===== config.mk =====
export PLATFORM = sky130hd
export DESIGN_NAME = hazard_flush_ctrl
export DESIGN_NICKNAME = d
export VERILOG_FILES = /design/src/rtl/hazard_flush_ctrl.sv
export SDC_FILE = /design/constraint.sdc
export NUM_CORES = 1
export LEC_CHECK = 0
export CAP_MARGIN = 15
export CORE_UTILIZATION = 35
export CTS_CLUSTER_DIAMETER = 30
export DETAILED_ROUTE_END_ITERATION = 6
export HOLD_SLACK_MARGIN = 0.02
export PLACE_DENSITY = 0.66
export SYNTH_ARGS = -nofsm -noshare
export SYNTH_HDL_FRONTEND = slang
export SYNTH_SLANG_ARGS = --single-unit

===== constraint.sdc =====
create_clock -name clk -period 2.8 [get_ports clk]
set_clock_uncertainty 0.15 [all_clocks]
set_input_delay 0.56 -clock clk [delete_from_list [all_inputs] [get_ports clk]]
set_output_delay 0.56 -clock clk [all_outputs]
set_load 0.05 [all_outputs]

===== src/rtl/hazard_flush_ctrl.sv =====
// rtl/hazard_flush_ctrl.sv - pipeline hazard, branch flush and post-reset clear controller
module hazard_flush_ctrl #(
    parameter int INIT_CYCLES = 3,
    parameter int CNT_W       = 16
) (
    input  logic             clk,
    input  logic             reset,
    input  logic             IDEX_MemRead,
    input  logic [4:0]       IDEX_rd,
    input  logic [4:0]       IFID_rs1,
    input  logic [4:0]       IFID_rs2,
    input  logic             Branch_store,
    input  logic             Zero_store,
    input  logic             Is_Greater_store,
    input  logic [3:0]       funct_in_store,
    output logic             PCSrc,
    output logic             PCWrite,
    output logic             IFID_Write,
    output logic             IFID_Flush,
    output logic             IDEX_Flush,
    output logic             EXMEM_Flush,
    output logic             busy_init,
    output logic [CNT_W-1:0] stall_count,
    output logic [CNT_W-1:0] flush_count
);

    typedef enum logic [1:0] {
        S_INIT    = 2'd0,
        S_RUN     = 2'd1,
        S_FLUSHED = 2'd2
    } state_t;

    localparam logic [3:0]       INIT_LOAD = 4'(INIT_CYCLES - 1);
    localparam logic [CNT_W-1:0] CNT_MAX   = '1;
    localparam logic [CNT_W-1:0] CNT_ONE   = CNT_W'(1);

    state_t           state_q, state_d;
    logic [3:0]       init_cnt_q, init_cnt_d;
    logic [CNT_W-1:0] stall_q, stall_d;
    logic [CNT_W-1:0] flush_q, flush_d;

    logic take;
    logic lu;
    logic cond;
    logic unused_funct_hi;

    // funct bit 3 carries no branch information; only funct3 selects the condition
    assign unused_funct_hi = funct_in_store[3];

    // Branch resolution in MEM from the comparator flags and funct3
    always_comb begin
        cond = 1'b0;
        case (funct_in_store[2:0])
            3'b000:  cond = Zero_store;
            3'b001:  cond = !Zero_store;
            3'b100:  cond = !Zero_store && !Is_Greater_store;
            3'b101:  cond = Zero_store || Is_Greater_store;
            default: cond = 1'b0;
        endcase
        take = Branch_store && cond;
    end

    // Load-use: ID reads a register that the load in EX has not yet produced (x0 never hazards)
    always_comb begin
        lu = IDEX_MemRead && (IDEX_rd != 5'd0) &&
             ((IDEX_rd == IFID_rs1) || (IDEX_rd == IFID_rs2));
    end

    // Next state and Mealy control outputs
    always_comb begin
        state_d     = state_q;
        init_cnt_d  = init_cnt_q;
        PCSrc       = 1'b0;
        PCWrite     = 1'b1;
        IFID_Write  = 1'b1;
        IFID_Flush  = 1'b0;
        IDEX_Flush  = 1'b0;
        EXMEM_Flush = 1'b0;
        busy_init   = 1'b0;
        case (state_q)
            S_INIT: begin
                PCWrite     = 1'b0;
                IFID_Write  = 1'b0;
                IFID_Flush  = 1'b1;
                IDEX_Flush  = 1'b1;
                EXMEM_Flush = 1'b1;
                busy_init   = 1'b1;
                if (init_cnt_q == 4'd0) begin
                    state_d = S_RUN;
                end else begin
                    init_cnt_d = init_cnt_q - 4'd1;
                end
            end
            S_RUN: begin
                if (take) begin
                    PCSrc       = 1'b1;
                    IFID_Flush  = 1'b1;
                    IDEX_Flush  = 1'b1;
                    EXMEM_Flush = 1'b1;
                    state_d     = S_FLUSHED;
                end else if (lu) begin
                    PCWrite    = 1'b0;
                    IFID_Write = 1'b0;
                    IDEX_Flush = 1'b1;
                end
            end
            S_FLUSHED: begin
                // wrong-path bubbles occupy ID/EX/MEM, so hazards seen here are not real
                state_d = S_RUN;
            end
            default: begin
                state_d = S_INIT;
            end
        endcase
    end

    // Saturating event counters, only advanced by RUN-state decisions
    always_comb begin
        stall_d = stall_q;
        flush_d = flush_q;
        if (state_q == S_RUN) begin
            if (take) begin
                if (flush_q != CNT_MAX) begin
                    flush_d = flush_q + CNT_ONE;
                end
            end else if (lu) begin
                if (stall_q != CNT_MAX) begin
                    stall_d = stall_q + CNT_ONE;
                end
            end
        end
    end

    // State, init counter and event counter registers
    always_ff @(posedge clk) begin
        if (reset) begin
            state_q    <= S_INIT;
            init_cnt_q <= INIT_LOAD;
            stall_q    <= '0;
            flush_q    <= '0;
        end else begin
            state_q    <= state_d;
            init_cnt_q <= init_cnt_d;
            stall_q    <= stall_d;
            flush_q    <= flush_d;
        end
    end

    assign stall_count = stall_q;
    assign flush_count = flush_q;

endmodule


==> flow_metrics.py, run 1 <==
metrics = {
    "detailed_routing": {
        "detailed_router_iteration_count_before_antenna_repair": 4,
        "avgRoutedWirePerCell_microns": 12.2,
        "viasPerCell": 5.12,
        "num_vias": 2014,
        "drt_wl_total_mm": 4.80,
        "route.antenna.remaining_nets": 0,
        "drc": 0,
        "drtIter0Drc": 53,
    },
    "yosys": {
        "yosys_register_bits": 38,
        "syn_nets": 278,
        "postSynthCellCount": 250,
        "synth_xor_xnor_area_share_pct": 10.6,
        "syn_avg_cell_area_sq_um": 8.25,
        "sequential_cell_area_fraction_in_the_yosys_report_pct": 36.9,
        "synth_cell_area_sq_mm": 0.00206,
        "ys_async_sr_fraction_pct": 0,
        "number_of_enable_type_register_cells_in_the_synthesized_netlist": 0,
        "synth.lib_cells_used.distinct": 45,
        "synth.mux.area_fraction_pct": 1.03,
        "synthSimpleGateAreaFrac_pct": 33.3,
        "synth_compound_gate_area_share_pct": 12.1,
        "yosys_warnings": 0,
        "synth_top_family_by_area": "simple AND/OR/NAND/NOR gates",
        "synthFlopType": "sky130_fd_sc_hd__dfxtp_1",
        "post_synth_fa_ha_maj_area_fraction_pct": 1.82,
    },
    "placement": {
        "placement.setup.worst_slack_ns": -0.155,
        "finalWeightedCongestion": 0.796,
        "port_buffers": 62,
        "placed_cell_area_sq_mm": 0.00288,
        "dp_hpwl_mm": 3.53,
    },
    "clock_tree": {
        "clkSlewWorstSetupHoldPaths_ns": 0.07,
        "numClockSinks": 38,
        "worstSkewPairLatency_ns": 0.29,
        "cts_max_path_buffers": 2,
        "clock_tree_from_tritoncts": "built",
        "h-tree-depth": 2,
        "postCtsSetupBuffers": 0,
        "cts_made_buffers": 5,
        "root_buffer": "sky130_fd_sc_hd__clkbuf_8",
    },
    "global_route": {
        "antenna_found_initial": 0,
        "grt_max_degree": 23,
        "first_global_vias": 1827,
        "groute.usage.overall_pct": 16.3,
        "grt_pass1_wl_mm": 8.09,
        "grt.overflow.total": 0,
    },
    "floorplan": {
        "fp-row-count": 27,
        "dieArea_sq_mm": 0.00620,
        "fp.coreArea_sq_mm": 0.00561,
        "num_io_pins": 64,
        "die_height_microns": 78.8,
        "floorplan.die.width_microns": 78.8,
        "initial_core_utilization_pct": 36.8,
    },
    "timing": {
        "setup_ws_ns": 0.0626,
        "worstMarginPinSlew_ns": 0.533,
        "fin_worst_hold_slack_ns": 0.354,
        "timing.final.crit_share_pct": 97.8,
        "max_freq_ghz": 0.365,
        "endpoints_failing_setup": 0,
        "layout_min_cycle_time_ns": 2.74,
        "slew_headroom_pct": 64.4,
        "setup_repair_after_global_routing_missed_its_margin": "true",
        "finalHoldViolCount": 0,
        "slew_violations": 0,
    },
    "critical_path": {
        "reg2reg_setup_slack_ns": 0.63,
        "critical_path_class": "in2out",
        "cp_data_arrival_time_ns": 2.03,
        "setup.worst_path.end_class": "output port",
        "startpoint_type": "input pin",
        "reg_to_reg_start": "flush_count[0]",
        "worstReg2RegEnd": "flush_count[7]",
        "cp_max_fo": 3,
        "worst-r2r-cell-count": 7,
        "cp_data_required_time_ns": 2.09,
    },
    "power": {
        "net-switching-power_uw": 521,
        "pwr-share-comb_pct": 35.9,
        "share_of_total_power_in_sequential_cells_pct": 39.4,
        "vdd.ir_drop.worst_mv": 0.281,
        "pwr-share-clk_pct": 24.7,
        "leakage_uw": 0.00104,
        "net_sw_share_pct": 33.4,
        "internal-power_uw": 1040,
        "power_density_mw_per_mm2": 516,
    },
    "finish": {
        "mostFrequentLayoutCells": "48 x sky130_fd_sc_hd__clkdlybuf4s50_1, 38 x sky130_fd_sc_hd__dfxtp_1, 23 x sky130_fd_sc_hd__nor2_1",
        "area_of_all_placed_cells_without_fillers_sq_mm": 0.00302,
        "layout_commonest_cell": "sky130_fd_sc_hd__clkdlybuf4s50_1",
        "final_nets": 348,
        "num-fill-cells": 544,
        "share_of_final_layout_standard_cells_stronger_than_drive_strength_1_pct": 13.7,
        "n_antenna_cell": 0,
        "synthToLayoutAreaGrowth_pct": 46.7,
    },
    "run": {
        "drv.max_cap_violation_count": 0,
    },
    "hold_path": {
        "worst_hold_path_class": "reg2reg",
        "worstHoldEndpoint": "stall_count[6]",
        "hold-path-cell-count": 2,
        "hold_start": "stall_count[6]",
    },
    "status": {
        "outcome": "completed",
    },
}
==> final cells by class <==
cell class	instances	area [sq um]	area share, %
Multi-Input combinational cell	195	1270	42.0
Clock inverter	1	5.00	0.165
Clock buffer	7	86.3	2.85
Inverter	6	22.5	0.745
Timing Repair Buffer	74	788	26.1
Tap cell	72	90.1	2.98
Sequential cell	38	761	25.2
==> through the flow <==
stage | power, uW | instances | TNS (ns) | utilization, %
after floorplan | 952 | 250 | 0 | -
after global placement | 1160 | 385 | -0.314 | 51.3
after detailed placement | 1170 | 385 | -0.419 | 51.3
after CTS | 1560 | 393 | 0 | 53.3
after global routing | 1640 | 393 | -0.0384 | 53.9
final | 1560 | 393 | 0 | 53.9
==> layer usage <==
metal | global-route usage (%) | share of wire (%) | routed length [microns]
met1 | 20.2 | 45 | 2170
met2 | 27.9 | 48 | 2320
met3 | 3.22 | 5.0 | 241
met4 | 5.56 | 1.3 | 64
met5 | 0 | 0 | 0
==> worst max-delay path by stage <==
stage / slack [ns] / endpoint / start / cells past startpoint
after floorplan: 0.14 / IDEX_Flush / funct_in_store[2] / 4
after global placement: -0.13 / IFID_Write / IDEX_rd[2] / 7
after detailed placement: -0.15 / PCWrite / IDEX_rd[0] / 8
after CTS: 0.001 / PCWrite / IFID_rs2[0] / 8
after global routing: -0.02 / IFID_Flush / funct_in_store[2] / 7
final: 0.06 / PCWrite / IDEX_rd[4] / 7
==> kinds of logic after synthesis <==
family | Yosys count
DFF | 38
muxes | 2
adders and majority gates | 3
AOI/OAI and AO/OA | 44
xor gates and xnor gates | 25
and+or+nand+nor | 121
buffers and inverters | 17
==> power groups by stage <==
stage / clock, uW / sequential (uW) / combinational [uW]
6_report: 386 / 614 / 560
5_1_grt: 426 / 618 / 593
4_1_cts: 400 / 609 / 551
3_5_place_dp: 0 / 620 / 546
3_3_place_gp: 0 / 620 / 540
2_1_floorplan: 0 / 618 / 333
==> synth_stat cells (all sizes together), types with 2 or more instances <==
master / instances / area [sq um]
and3: 3 / 18.8
nand4: 12 / 75.1
nand3: 19 / 100
nand2b: 4 / 25.0
or3: 15 / 93.8
o21ai: 16 / 80.1
nand2: 15 / 63.8
nor2: 25 / 96.4
buf: 8 / 52.5
nor4: 3 / 25.0
dfxtp: 38 / 761
xnor2: 15 / 131
ha: 3 / 37.5
xor2: 10 / 87.6
o31ai: 3 / 22.5
clkbuf: 3 / 11.3
nor2b: 4 / 25.0
inv: 6 / 22.5
or4: 4 / 30.0
nor3b: 3 / 27.5
nand3b: 2 / 15.0
nor3: 5 / 30.0
or2: 3 / 18.8
a21oi: 19 / 95.1
and4: 2 / 17.5
==> what timing repair did <==
action | in CTS | in global routing
setup endpoints to repair | 3 | 5
resized for setup | 10 | 10
cloned | 0 | 0
hold buffers | 0 | 0
pin swaps | 7 | 7
==> worst max-delay path, stage by stage <==
cell                            delay (ns)
sky130_fd_sc_hd__dlygate4sd2_1        0.28
sky130_fd_sc_hd__or4_4                0.55
sky130_fd_sc_hd__nor2_2               0.13
sky130_fd_sc_hd__nand3b_1             0.17
sky130_fd_sc_hd__o21ai_2              0.09
sky130_fd_sc_hd__nand2b_4             0.11
sky130_fd_sc_hd__buf_12               0.14
==> flip-flops by register name, indices dropped and copies added, names as in the netlist <==
| signal | count |
|---|---|
| init_cnt_q | 4 |
| flush_count | 16 |
| state_q | 2 |
| stall_count | 16 |
Power figures use the tool's default switching activity.
==> run 2, diff against run 1 <==
==> constraint.sdc (replaced) <==
create_clock -name clk -period 2.9 [get_ports clk]
set_clock_uncertainty 0.15 [all_clocks]
set_input_delay 0.58 -clock clk [delete_from_list [all_inputs] [get_ports clk]]
set_output_delay 0.58 -clock clk [all_outputs]
set_load 0.05 [all_outputs]
==> run 2 against run 1 <==
Against the previous run: routed wire length decreased by 3.1%; sequential cell count is the same; cell area is 1.2% lower; sequential share of layout area increased by 0.31 points; first-iteration DRC count rose by 49%; register-to-register slack better by 0.13 ns; final cell count decreased by 0.25%; setup slack gained 0.0013 ns; via count fell by 3.0%; power is 4.6% lower; clock power down 2%; worst hold slack worse by 0.0037 ns; largest power group unchanged; highest routed layer unchanged.
==> flow_metrics.py, run 2 (same netlist as run 1, synthesis figures left out) <==
metrics = {
    "critical_path": {
        "startpoint_type": "input pin",
        "cp.buffers_inverters": 2,
        "cp_data_required_time_ns": 2.17,
        "setup.worst_path.end_class": "output port",
        "slowest_stage_cell_crit_path": "sky130_fd_sc_hd__clkdlybuf4s50_1",
        "path_delay_family": "buffers and inverters",
        "timing.critical_path.cells": "clkdlybuf4s50_1 -> nor3b_4 -> o21a_1 -> or2_2 -> o21ai_1 -> nand2b_1 -> buf_12",
        "timing.critical_path.slowest_cell_delay_ns": 0.51,
        "cp_max_fo": 2,
        "critical_path_class": "in2out",
        "reg2reg_setup_slack_ns": 0.76,
        "cp_data_arrival_time_ns": 2.11,
    },
    "timing": {
        "timing.final.crit_share_pct": 97.8,
        "worstMarginPinSlew_ns": 0.518,
        "fin_worst_hold_slack_ns": 0.350,
        "slew_violations": 0,
        "endpoints_failing_setup": 0,
        "slew_headroom_pct": 65.3,
        "setup_repair_after_global_routing_missed_its_margin": "false",
        "layout_min_cycle_time_ns": 2.84,
        "totalNegativeSetupSlack_ns": 0,
        "setup_ws_ns": 0.0638,
        "finalHoldViolCount": 0,
        "max_freq_ghz": 0.353,
    },
    "finish": {
        "synthToLayoutAreaGrowth_pct": 44.9,
        "finish.cell_count_without_fillers": 392,
        "num-fill-cells": 565,
        "n_antenna_cell": 0,
        "utilization_pct": 53.3,
        "layout_commonest_cell": "sky130_fd_sc_hd__clkdlybuf4s50_1",
        "final_nets": 347,
        "mostFrequentLayoutCells": "48 x sky130_fd_sc_hd__clkdlybuf4s50_1, 38 x sky130_fd_sc_hd__dfxtp_1, 23 x sky130_fd_sc_hd__nor2_1",
        "share_of_final_layout_standard_cells_stronger_than_drive_strength_1_pct": 12.5,
    },
    "floorplan": {
        "dieArea_sq_mm": 0.00620,
        "die_height_microns": 78.8,
        "floorplan.die.width_microns": 78.8,
        "fp.coreArea_sq_mm": 0.00561,
        "num_io_pins": 64,
        "fp-row-count": 27,
        "initial_core_utilization_pct": 36.8,
    },
    "clock_tree": {
        "worstSkewPairLatency_ns": 0.29,
        "cts_hold_buffers": 0,
        "cts_made_buffers": 5,
        "root_buffer": "sky130_fd_sc_hd__clkbuf_8",
        "clkSlewWorstSetupHoldPaths_ns": 0.07,
        "numClockSinks": 38,
        "clock_tree_from_tritoncts": "built",
        "postCtsSetupBuffers": 0,
        "h-tree-depth": 2,
        "cts_max_path_buffers": 2,
    },
    "detailed_routing": {
        "detailed_router_iteration_count_before_antenna_repair": 6,
        "num_vias": 1954,
        "avgRoutedWirePerCell_microns": 11.9,
        "drtIter0Drc": 79,
        "viasPerCell": 4.98,
        "drt_wl_total_mm": 4.65,
        "drc": 0,
        "route.antenna.remaining_nets": 0,
    },
    "power": {
        "power_density_mw_per_mm2": 498,
        "leakage_uw": 0.00103,
        "vdd.ir_drop.worst_mv": 0.363,
    },
    "placement": {
        "placement.setup.worst_slack_ns": -0.121,
        "finalWeightedCongestion": 0.796,
        "dp_hpwl_mm": 3.51,
        "place_inst": 384,
        "port_buffers": 62,
    },
    "run": {
        "drv.max_cap_violation_count": 0,
    },
    "global_route": {
        "grt.overflow.total": 0,
        "grt_pass1_wl_mm": 7.68,
        "first_global_vias": 1761,
        "groute.usage.overall_pct": 15.6,
        "grt_max_degree": 31,
        "antenna_found_initial": 0,
    },
    "status": {
        "outcome": "completed",
    },
    "hold_path": {
        "worst_hold_path_class": "reg2reg",
    },
}
[run 2: path summary, 6_finish.rpt]
check | from | to | cells after the start
max | Is_Greater_store | PCWrite | 7
min | stall_count[6] | stall_count[6] | 2
min reg2reg | stall_count[6] | stall_count[6] | 2
max reg2reg | flush_count[0] | flush_count[7] | 7
[run 2: metal layers]
metal | share of wire [%] | track usage [%]
met2 | 46 | 26.3
met3 | 5.9 | 5.17
met4 | 1.0 | 4.44
met1 | 47 | 18.7
met5 | 0 | 0
[run 2: metrics by stage]
stage                     power (uW)  area [sq um]
after floorplan                  916          2070
after global placement          1120          2870
after detailed placement        1120          2870
after CTS                       1510          2970
after global routing            1580          2990
final                           1490          2990
[run 2: tightest hold or removal path, cell delays in order, from the launching register on]
cell	delay, ns
sky130_fd_sc_hd__dfxtp_1	0.33
sky130_fd_sc_hd__o31ai_1	0.07
sky130_fd_sc_hd__a21oi_1	0.06
[run 2: timing repair]
item	in CTS	in global routing
pin swaps	2	5
setup endpoints to repair	3	3
cloned	0	0
gates resized for setup	10	4
[run 2: area by class of cell]
class                           count  area, sq um  share of cell area [%]
Clock buffer                        6         82.6                    2.76
Clock inverter                      2         12.5                   0.419
Inverter                            6         22.5                   0.754
Multi-Input combinational cell    195         1240                    41.6
Sequential cell                    38          761                    25.5
Tap cell                           72         90.1                    3.02
Timing Repair Buffer               73          777                    26.0
[run 2: power by group]
part           internal, uW  switching, uW
combinational           242            280
clock                   191            187
sequential              556           31.8
